File: config.mk
export PLATFORM = sky130hd
export DESIGN_NAME = mem_stream_reader_flat
export DESIGN_NICKNAME = d
export VERILOG_FILES = /design/src/rtl/mem_stream_reader_if.sv /design/src/rtl/mem_stream_reader.sv /design/src/flat_wrapper.sv
export SDC_FILE = /design/constraint.sdc
export NUM_CORES = 1
export LEC_CHECK = 0
export CAP_MARGIN = 20
export CORE_ASPECT_RATIO = 0.75
export CORE_MARGIN = 2
export CORE_UTILIZATION = 45
export CTS_CLUSTER_SIZE = 24
export DETAILED_ROUTE_END_ITERATION = 12
export PLACE_DENSITY = 0.75
export RECOVER_POWER = 50
export SYNTH_ARGS = -nofsm -noshare
export SYNTH_HDL_FRONTEND = slang
export SYNTH_SLANG_ARGS = --single-unit
File: constraint.sdc
create_clock -name clk -period 11.25 [get_ports clk]
set_input_delay 2.25 -clock clk [delete_from_list [all_inputs] [get_ports clk]]
set_output_delay 2.25 -clock clk [all_outputs]
set_load 0.05 [all_outputs]
File: src/rtl/mem_stream_reader_if.sv
// Bundles the start/read/stream signals of mem_stream_reader.
// slave = the reader block, master = its driver (controller, memory and consumer).
interface mem_stream_reader_if #(
  parameter int DATA = 32,
  parameter int ADDR = 10
);
  logic            start;
  logic [ADDR-1:0] base_addr;
  logic [ADDR:0]   length;
  logic            rd_en;
  logic [ADDR-1:0] rd_addr;
  logic [DATA-1:0] rd_data;
  logic [DATA-1:0] out_data;
  logic            out_valid;
  logic            out_ready;
  logic            busy;
  logic            done;

  modport slave (
    input  start, base_addr, length, rd_data, out_ready,
    output rd_en, rd_addr, out_data, out_valid, busy, done
  );

  modport master (
    output start, base_addr, length, rd_data, out_ready,
    input  rd_en, rd_addr, out_data, out_valid, busy, done
  );
endinterface

File: src/rtl/mem_stream_reader.sv
// Burst reader: issues sequential memory reads (one-cycle read latency) and streams
// the words through a 2-entry FIFO with valid/ready. All state changes on the falling edge.
module mem_stream_reader #(
  parameter int DATA = 32,
  parameter int ADDR = 10
) (
  input logic               clk,
  input logic               rst,
  mem_stream_reader_if.slave bus
);
  typedef enum logic [1:0] {IDLE = 2'd0, READ = 2'd1, DRAIN = 2'd2} state_t;

  state_t          r_state, w_next;
  logic [ADDR-1:0] r_addr;
  logic [ADDR:0]   r_rd_left, r_xfer_left;
  logic            r_inflight, r_done;
  logic [DATA-1:0] r_fifo [2];
  logic            r_wp, r_rp;
  logic [1:0]      r_cnt;

  logic            w_push, w_pop, w_issue, w_launch, w_zero, w_fin;
  logic [2:0]      w_credit;

  assign w_push   = r_inflight;
  assign w_pop    = (r_cnt != 2'd0) && bus.out_ready;
  // Slots committed after this edge; a same-edge pop frees one, which keeps
  // the stream at one word per cycle.
  assign w_credit = {1'b0, r_cnt} + {2'b0, r_inflight} - {2'b0, w_pop};

  always_comb begin
    w_next   = r_state;
    w_issue  = 1'b0;
    w_launch = 1'b0;
    w_zero   = 1'b0;
    w_fin    = 1'b0;
    case (r_state)
      IDLE: begin
        if (bus.start) begin
          if (bus.length == '0) begin
            w_zero = 1'b1;
          end else begin
            w_launch = 1'b1;
            w_next   = READ;
          end
        end
      end
      READ: begin
        if (w_credit < 3'd2) begin
          w_issue = 1'b1;
          if (r_rd_left == (ADDR+1)'(1)) w_next = DRAIN;
        end
      end
      DRAIN: begin
        if (w_pop && r_xfer_left == (ADDR+1)'(1)) begin
          w_fin  = 1'b1;
          w_next = IDLE;
        end
      end
      default: w_next = IDLE;
    endcase
  end

  always_ff @(negedge clk) begin
    if (rst) r_state <= IDLE;
    else     r_state <= w_next;
  end

  always_ff @(negedge clk) begin
    if (rst) begin
      r_addr      <= '0;
      r_rd_left   <= '0;
      r_xfer_left <= '0;
      r_inflight  <= 1'b0;
      r_done      <= 1'b0;
      r_wp        <= 1'b0;
      r_rp        <= 1'b0;
      r_cnt       <= 2'd0;
      for (int i = 0; i < 2; i++) r_fifo[i] <= '0;
    end else begin
      r_inflight <= w_issue;
      r_done     <= w_zero | w_fin;
      if (w_launch) begin
        r_addr      <= bus.base_addr;
        r_rd_left   <= bus.length;
        r_xfer_left <= bus.length;
      end else begin
        if (w_issue) begin
          r_addr    <= r_addr + ADDR'(1);
          r_rd_left <= r_rd_left - (ADDR+1)'(1);
        end
        if (w_pop) r_xfer_left <= r_xfer_left - (ADDR+1)'(1);
      end
      if (w_push) begin
        r_fifo[r_wp] <= bus.rd_data;
        r_wp         <= ~r_wp;
      end
      if (w_pop) r_rp <= ~r_rp;
      r_cnt <= r_cnt + {1'b0, w_push} - {1'b0, w_pop};
    end
  end

  assign bus.rd_en     = w_issue;
  assign bus.rd_addr   = r_addr;
  assign bus.out_valid = (r_cnt != 2'd0);
  assign bus.out_data  = (r_cnt != 2'd0) ? r_fifo[r_rp] : '0;
  assign bus.busy      = (r_state != IDLE);
  assign bus.done      = r_done;
endmodule

File: src/flat_wrapper.sv
// flat-port wrapper written by rule: the top's interface ports become plain ports
module mem_stream_reader_flat 
#(
  parameter int DATA = 32,
  parameter int ADDR = 10
)
  (clk, rst, bus_start, bus_base_addr, bus_length, bus_rd_data, bus_out_ready, bus_rd_en, bus_rd_addr, bus_out_data, bus_out_valid, bus_busy, bus_done);
  mem_stream_reader_if #(.DATA(DATA), .ADDR(ADDR)) bus_i ();
  input logic clk;
  input logic rst;
  input wire logic [$bits(bus_i.start)-1:0] bus_start;
  input wire logic [$bits(bus_i.base_addr)-1:0] bus_base_addr;
  input wire logic [$bits(bus_i.length)-1:0] bus_length;
  input wire logic [$bits(bus_i.rd_data)-1:0] bus_rd_data;
  input wire logic [$bits(bus_i.out_ready)-1:0] bus_out_ready;
  output wire logic [$bits(bus_i.rd_en)-1:0] bus_rd_en;
  output wire logic [$bits(bus_i.rd_addr)-1:0] bus_rd_addr;
  output wire logic [$bits(bus_i.out_data)-1:0] bus_out_data;
  output wire logic [$bits(bus_i.out_valid)-1:0] bus_out_valid;
  output wire logic [$bits(bus_i.busy)-1:0] bus_busy;
  output wire logic [$bits(bus_i.done)-1:0] bus_done;
  assign bus_i.start = bus_start;
  assign bus_i.base_addr = bus_base_addr;
  assign bus_i.length = bus_length;
  assign bus_i.rd_data = bus_rd_data;
  assign bus_i.out_ready = bus_out_ready;
  assign bus_rd_en = bus_i.rd_en;
  assign bus_rd_addr = bus_i.rd_addr;
  assign bus_out_data = bus_i.out_data;
  assign bus_out_valid = bus_i.out_valid;
  assign bus_busy = bus_i.busy;
  assign bus_done = bus_i.done;
  mem_stream_reader #(.DATA(DATA), .ADDR(ADDR)) u_core (.clk(clk), .rst(rst), .bus(bus_i));
endmodule
* Word level (Yosys, flattened, before mapping)
Memory sizes are Yosys's and may differ from the RTL's. A register that Yosys moved wholly into a read port is not among the register bits. Cells that the tools add are included.
Cells by class: multiplexer cells 33, bitwise operators 3, add/sub/neg operators 7, magnitude comparators 1, shift-type cells 0, multipliers 0, eq/ne operators 9, reductions and logical operators 10, divide/modulo/power cells 0
Operators with widths (count):
- two-way mux 32 bit | 2
- two-way mux 11 bit | 4
- OR reduction 32 bit | 1
- == test 11 x 1 -> 1 bit, second input constant | 2
- subtractor 11 x 1 -> 11 bit, second input constant | 2
- two-way mux 10 bit | 2
- two-way mux 1 bit | 19
- logical NOT 11 bit | 1
- adder 10 x 1 -> 10 bit, second input constant | 1
- two-way mux 2 bit | 5
- nonzero test 2 bit | 4
- != test 2 x 1 -> 1 bit, second input constant | 3
- case mux 2 bit (3 select lines) | 1
- AND reduction 5 bit | 1
- != test 2 bit, second input constant | 2
- adder 2 x 1 -> 3 bit | 1
- < comparator 3 x 2 -> 1 bit, second input constant | 1
- subtractor 3 x 1 -> 3 bit | 1
- adder 2 x 1 -> 2 bit | 1
- == test 2 x 1 -> 1 bit, second input constant | 1
- == test 2 bit, second input constant | 1
- logical AND 1 bit | 2
- logical NOT 2 bit | 1
- NOT 1 bit | 2
- other kinds (2) | 2
Storage, ports and cells: bits in latches 0, flip-flop bits (word level) 40, bits in writable memories 64, logic and storage cells 73, input bits 57, output and inout bits 46, memories 1, ROM bits 0
Memory list:
- u_core.r_fifo | words 2, bits a word 32, read ports 1, clocked after Yosys merged registers in 1, write ports 2, RTL line mem_stream_reader.sv:17 | logic [DATA-1:0] r_fifo [2];

* Depth between registers and ports, before layout
Gate-level depths: netlist (run 1).
depth after elaboration 8, mapped depth 14, depth with buffers taken out 11

==> results of run 1 <==
## cell families after synthesis
| group | Yosys count | synth area share (%) |
|---|---|---|
| multiplexers | 34 | 6.66 |
| adder cells (fa/ha/maj) | 8 | 2.10 |
| AO/OA/AOI/OAI | 73 | 10.1 |
| XOR/XNOR | 12 | 2.05 |
| flip-flops | 105 | 53.5 |
| AND/OR/NAND/NOR | 205 | 22.2 |
| buffers and inverters | 47 | 3.51 |
## power by group through the flow
| stage | clock (mW) | combinational, mW | sequential (mW) |
|---|---|---|---|
| 4_1_cts | 0.488 | 0.563 | 0.501 |
| 3_3_place_gp | 0.0564 | 0.553 | 0.503 |
| 3_5_place_dp | 0.0564 | 0.560 | 0.506 |
| 5_1_grt | 0.530 | 0.602 | 0.509 |
| 6_report | 0.468 | 0.560 | 0.502 |
| 2_1_floorplan | 0.0564 | 0.366 | 0.509 |
## stage by stage
step | power (mW) | hold WS (ns) | std cells | area [um^2]
after floorplan | 0.931 | 0.444 | 484 | 5130
after detailed placement | 1.12 | 0.467 | 713 | 6380
after global routing | 1.64 | 0.505 | 833 | 7050
final | 1.53 | 0.472 | 833 | 7050
after CTS | 1.55 | 0.473 | 833 | 7080
after global placement | 1.11 | 0.460 | 713 | 6380
## sequential cells by signal (all words and copies together) (netlist names), named ones only
register            flops
u_core.r_fifo          64
u_core.r_rd_left       11
u_core.r_xfer_left     11
u_core.bus.rd_addr     10
u_core.r_cnt            2
u_core.r_state          2
u_core.bus.done         1
u_core.r_inflight       1
u_core.r_rp             1
u_core.r_wp             1
## final timing paths
path	from	endpoint	slack [ns]
setup / recovery	u_core.r_cnt[0]$_SDFF_NP0_	bus_rd_en	0.35
hold / removal	u_core.r_rd_left[9]$_SDFFE_NP0P_	u_core.r_rd_left[9]$_SDFFE_NP0P_	0.47
setup reg to reg	u_core.r_cnt[0]$_SDFF_NP0_	u_core.r_rd_left[8]$_SDFFE_NP0P_	8.01
hold reg to reg	u_core.r_rd_left[9]$_SDFFE_NP0P_	u_core.r_rd_left[9]$_SDFFE_NP0P_	0.47
## final cells by class
| cell class | instances | share of cell area [%] |
|---|---|---|
| Tap cell | 140 | 2.48 |
| Clock buffer | 9 | 3.19 |
| Sequential cell | 105 | 38.9 |
| Clock inverter | 112 | 6.81 |
| Multi-Input combinational cell | 332 | 31.5 |
| Inverter | 16 | 0.852 |
| Timing Repair Buffer | 119 | 16.2 |
## worst min-delay path, cell delays in order, from the launching register on
cell and delay, ns:
dfxtp_1 0.29, nand2b_1 0.07, o22ai_1 0.06
## synthesized netlist by cell type (7+ instances only)
cell type / instances
nand2_1: 21
nor3_1: 8
clkbuf_1: 23
dfxtp_1: 41
ha_1: 7
and2_1: 64
nor2_1: 48
a31oi_1: 13
xnor2_1: 8
mux2i_1: 33
edfxtp_1: 64
inv_1: 16
o211ai_1: 7
a21oi_1: 15
nand3_1: 11
or4_1: 8
## placed cells by master (no fill, tap or decap), types with 6 or more instances in the layout
cell	Yosys	final
edfxtp_1	64	64
dfxtp_1	41	40
inv_1	16	120
nor2_1	48	47
mux2i_1	33	33
xnor2_1	8	8
buf_4	0	13
and2_1	64	28
clkbuf_16	0	9
a31oi_1	13	13
nor3_1	8	7
o211ai_1	7	7
nand3_1	11	11
nand4_1	6	6
nand2_1	21	21
ha_1	7	7
or3_1	6	6
or4_1	8	8
and2_0	0	36
clkdlybuf4s50_1	0	100
a21oi_1	15	15
## layer usage
metal / global-route usage [%] / wire length, um
met1: 26.9 / 5820
met2: 33.9 / 6190
met3: 7.98 / 673
met4: 8.61 / 73
met5: 0 / 0
==> run summary, run 1 <==
Post CTS Setup Buffer Count -> 0
GR Overflow Total -> 0
Area Growth Syn to Fin -> 37.5%
Leak Pwr -> 2.89 nW
Io pins -> 103
Die width -> 127 um
Crit path buffers/inverters -> 5
Vias -> 4,410
Final setup fails -> 0
Ant diodes -> 0
CP Cell Sequence -> o21ai_1 > clkinv_1 > ha_1 > inv_1 > ha_1 > fa_1 > nor3b_1 > nand2_1 > inv_1 > buf_4 > buf_12
Worst path arrival time -> 8.65 ns
Filler Cell Count -> 904
DP Worst Slack -> 0.143 ns
CTS H-tree lvls -> 3
Post-synth top area share -> 37.5%
CP peak stage delay -> 0.48 ns
Drt pass-1 iters -> 5
Sw Share -> 42.4%
Post-synth top flop -> edfxtp_1
Clk network pwr share -> 30.6%
Largest net degree at the start of global routing -> 44
GRT Util Overall -> 21.4%
Multi-input combinational cell area -> 2220 um^2
Worst EP required -> 9.00 ns
DIE AREA -> 12,300 um^2
CP delay by family, top -> adder cells
EDFF count, synth -> 64
Post-cts resize count -> 0
Hold-fix buffers, CTS -> 0
Hold Path Depth -> 2
Tightest Pin Transition -> 3.07 ns
Largest fanout on the critical path -> 7
Register area share after synthesis -> 53.5%
Final worst slack -> 0.346 ns
Syn_area_per_cell -> 10.6 um^2
Reg power frac -> 32.8%
RSZ-0062 raised after global routing -> false
Clock sink count -> 105
HP Class -> flip-flop to flip-flop
Total net switching power -> 0.648 mW
Die Height -> 96.5 um
Core area -> 11,000 um^2
Int Pwr -> 0.882 mW
Final #Nets -> 753
Longest Clk Path Bufs -> 2
CTS root buf -> clkbuf_16
Crit path launch type -> flip-flop
Final hold vios -> 0
Register area -> 2740 um^2
Vias in the first global route -> 4,568
Utilization after layout -> 64.0%
P per Cell Area -> 217 nW/um^2
Max_slew headroom -> -105%
R2R depth -> 10
Crit. End Element -> output pin
Critical path type -> flip-flop to output pin
Starting Density -> 46.5%
Total negative slack -> 0 ns
Initial antenna violation count -> 0
Post-Syn Area -> 5130 um^2
Synth Warn # -> 0
Leading post-synthesis cells by cell area -> edfxtp_1, dfxtp_1, and2_1
Layout cells sized above 1 -> 7.07%
Total CTS buffers -> 9
IO buf count -> 102
Syn Inst Count -> 484
# DRC -> 0
Outcome -> complete, but fails checks
Netlist cell types -> 62
Clock transition at the registers of the reported paths -> 0.03 ns
Setup Skew -> 0.0256 ns
First-pass GRT wire length -> 20,900 um
DP HPWL -> 8280 um
Iter 0 DRT Violations -> 323
Failing checks -> capacitance limit, slew limit
Final WL -> 12,800 um
Combinational share of power -> 36.6%
Final Max Tran Viols -> 110
Placer Congestion -> 0.850
Final antenna-violating net count -> 0
Clk_lat worst skew -> 0.42 ns
Slowest cell on crit path -> fa_1
CP Depth -> 11
Syn_nets -> 549
Leading area contributor after synthesis -> edfxtp_1
Max VDD drop -> 118 uV
Synth async-reset ratio -> 0%
Vias per cell -> 5.29
#FFs+latches synth -> 105
CTS tree -> yes
Routed wire per std cell -> 15.3 um
Rows -> 33
Max-Cap Viols -> 3
Power figures use the tool's default switching activity.
==> run 2, diff against run 1 <==
CTS_CLUSTER_DIAMETER = 30   (was not set)
==> results of run 2 <==
No change in the layout: final DEF, timing and power equal those of run 1.
==> run 3, diff against run 2 <==
CAP_MARGIN = not set   (was 20)
==> results of run 3 <==
No change in the layout: final DEF, timing and power equal those of run 1.
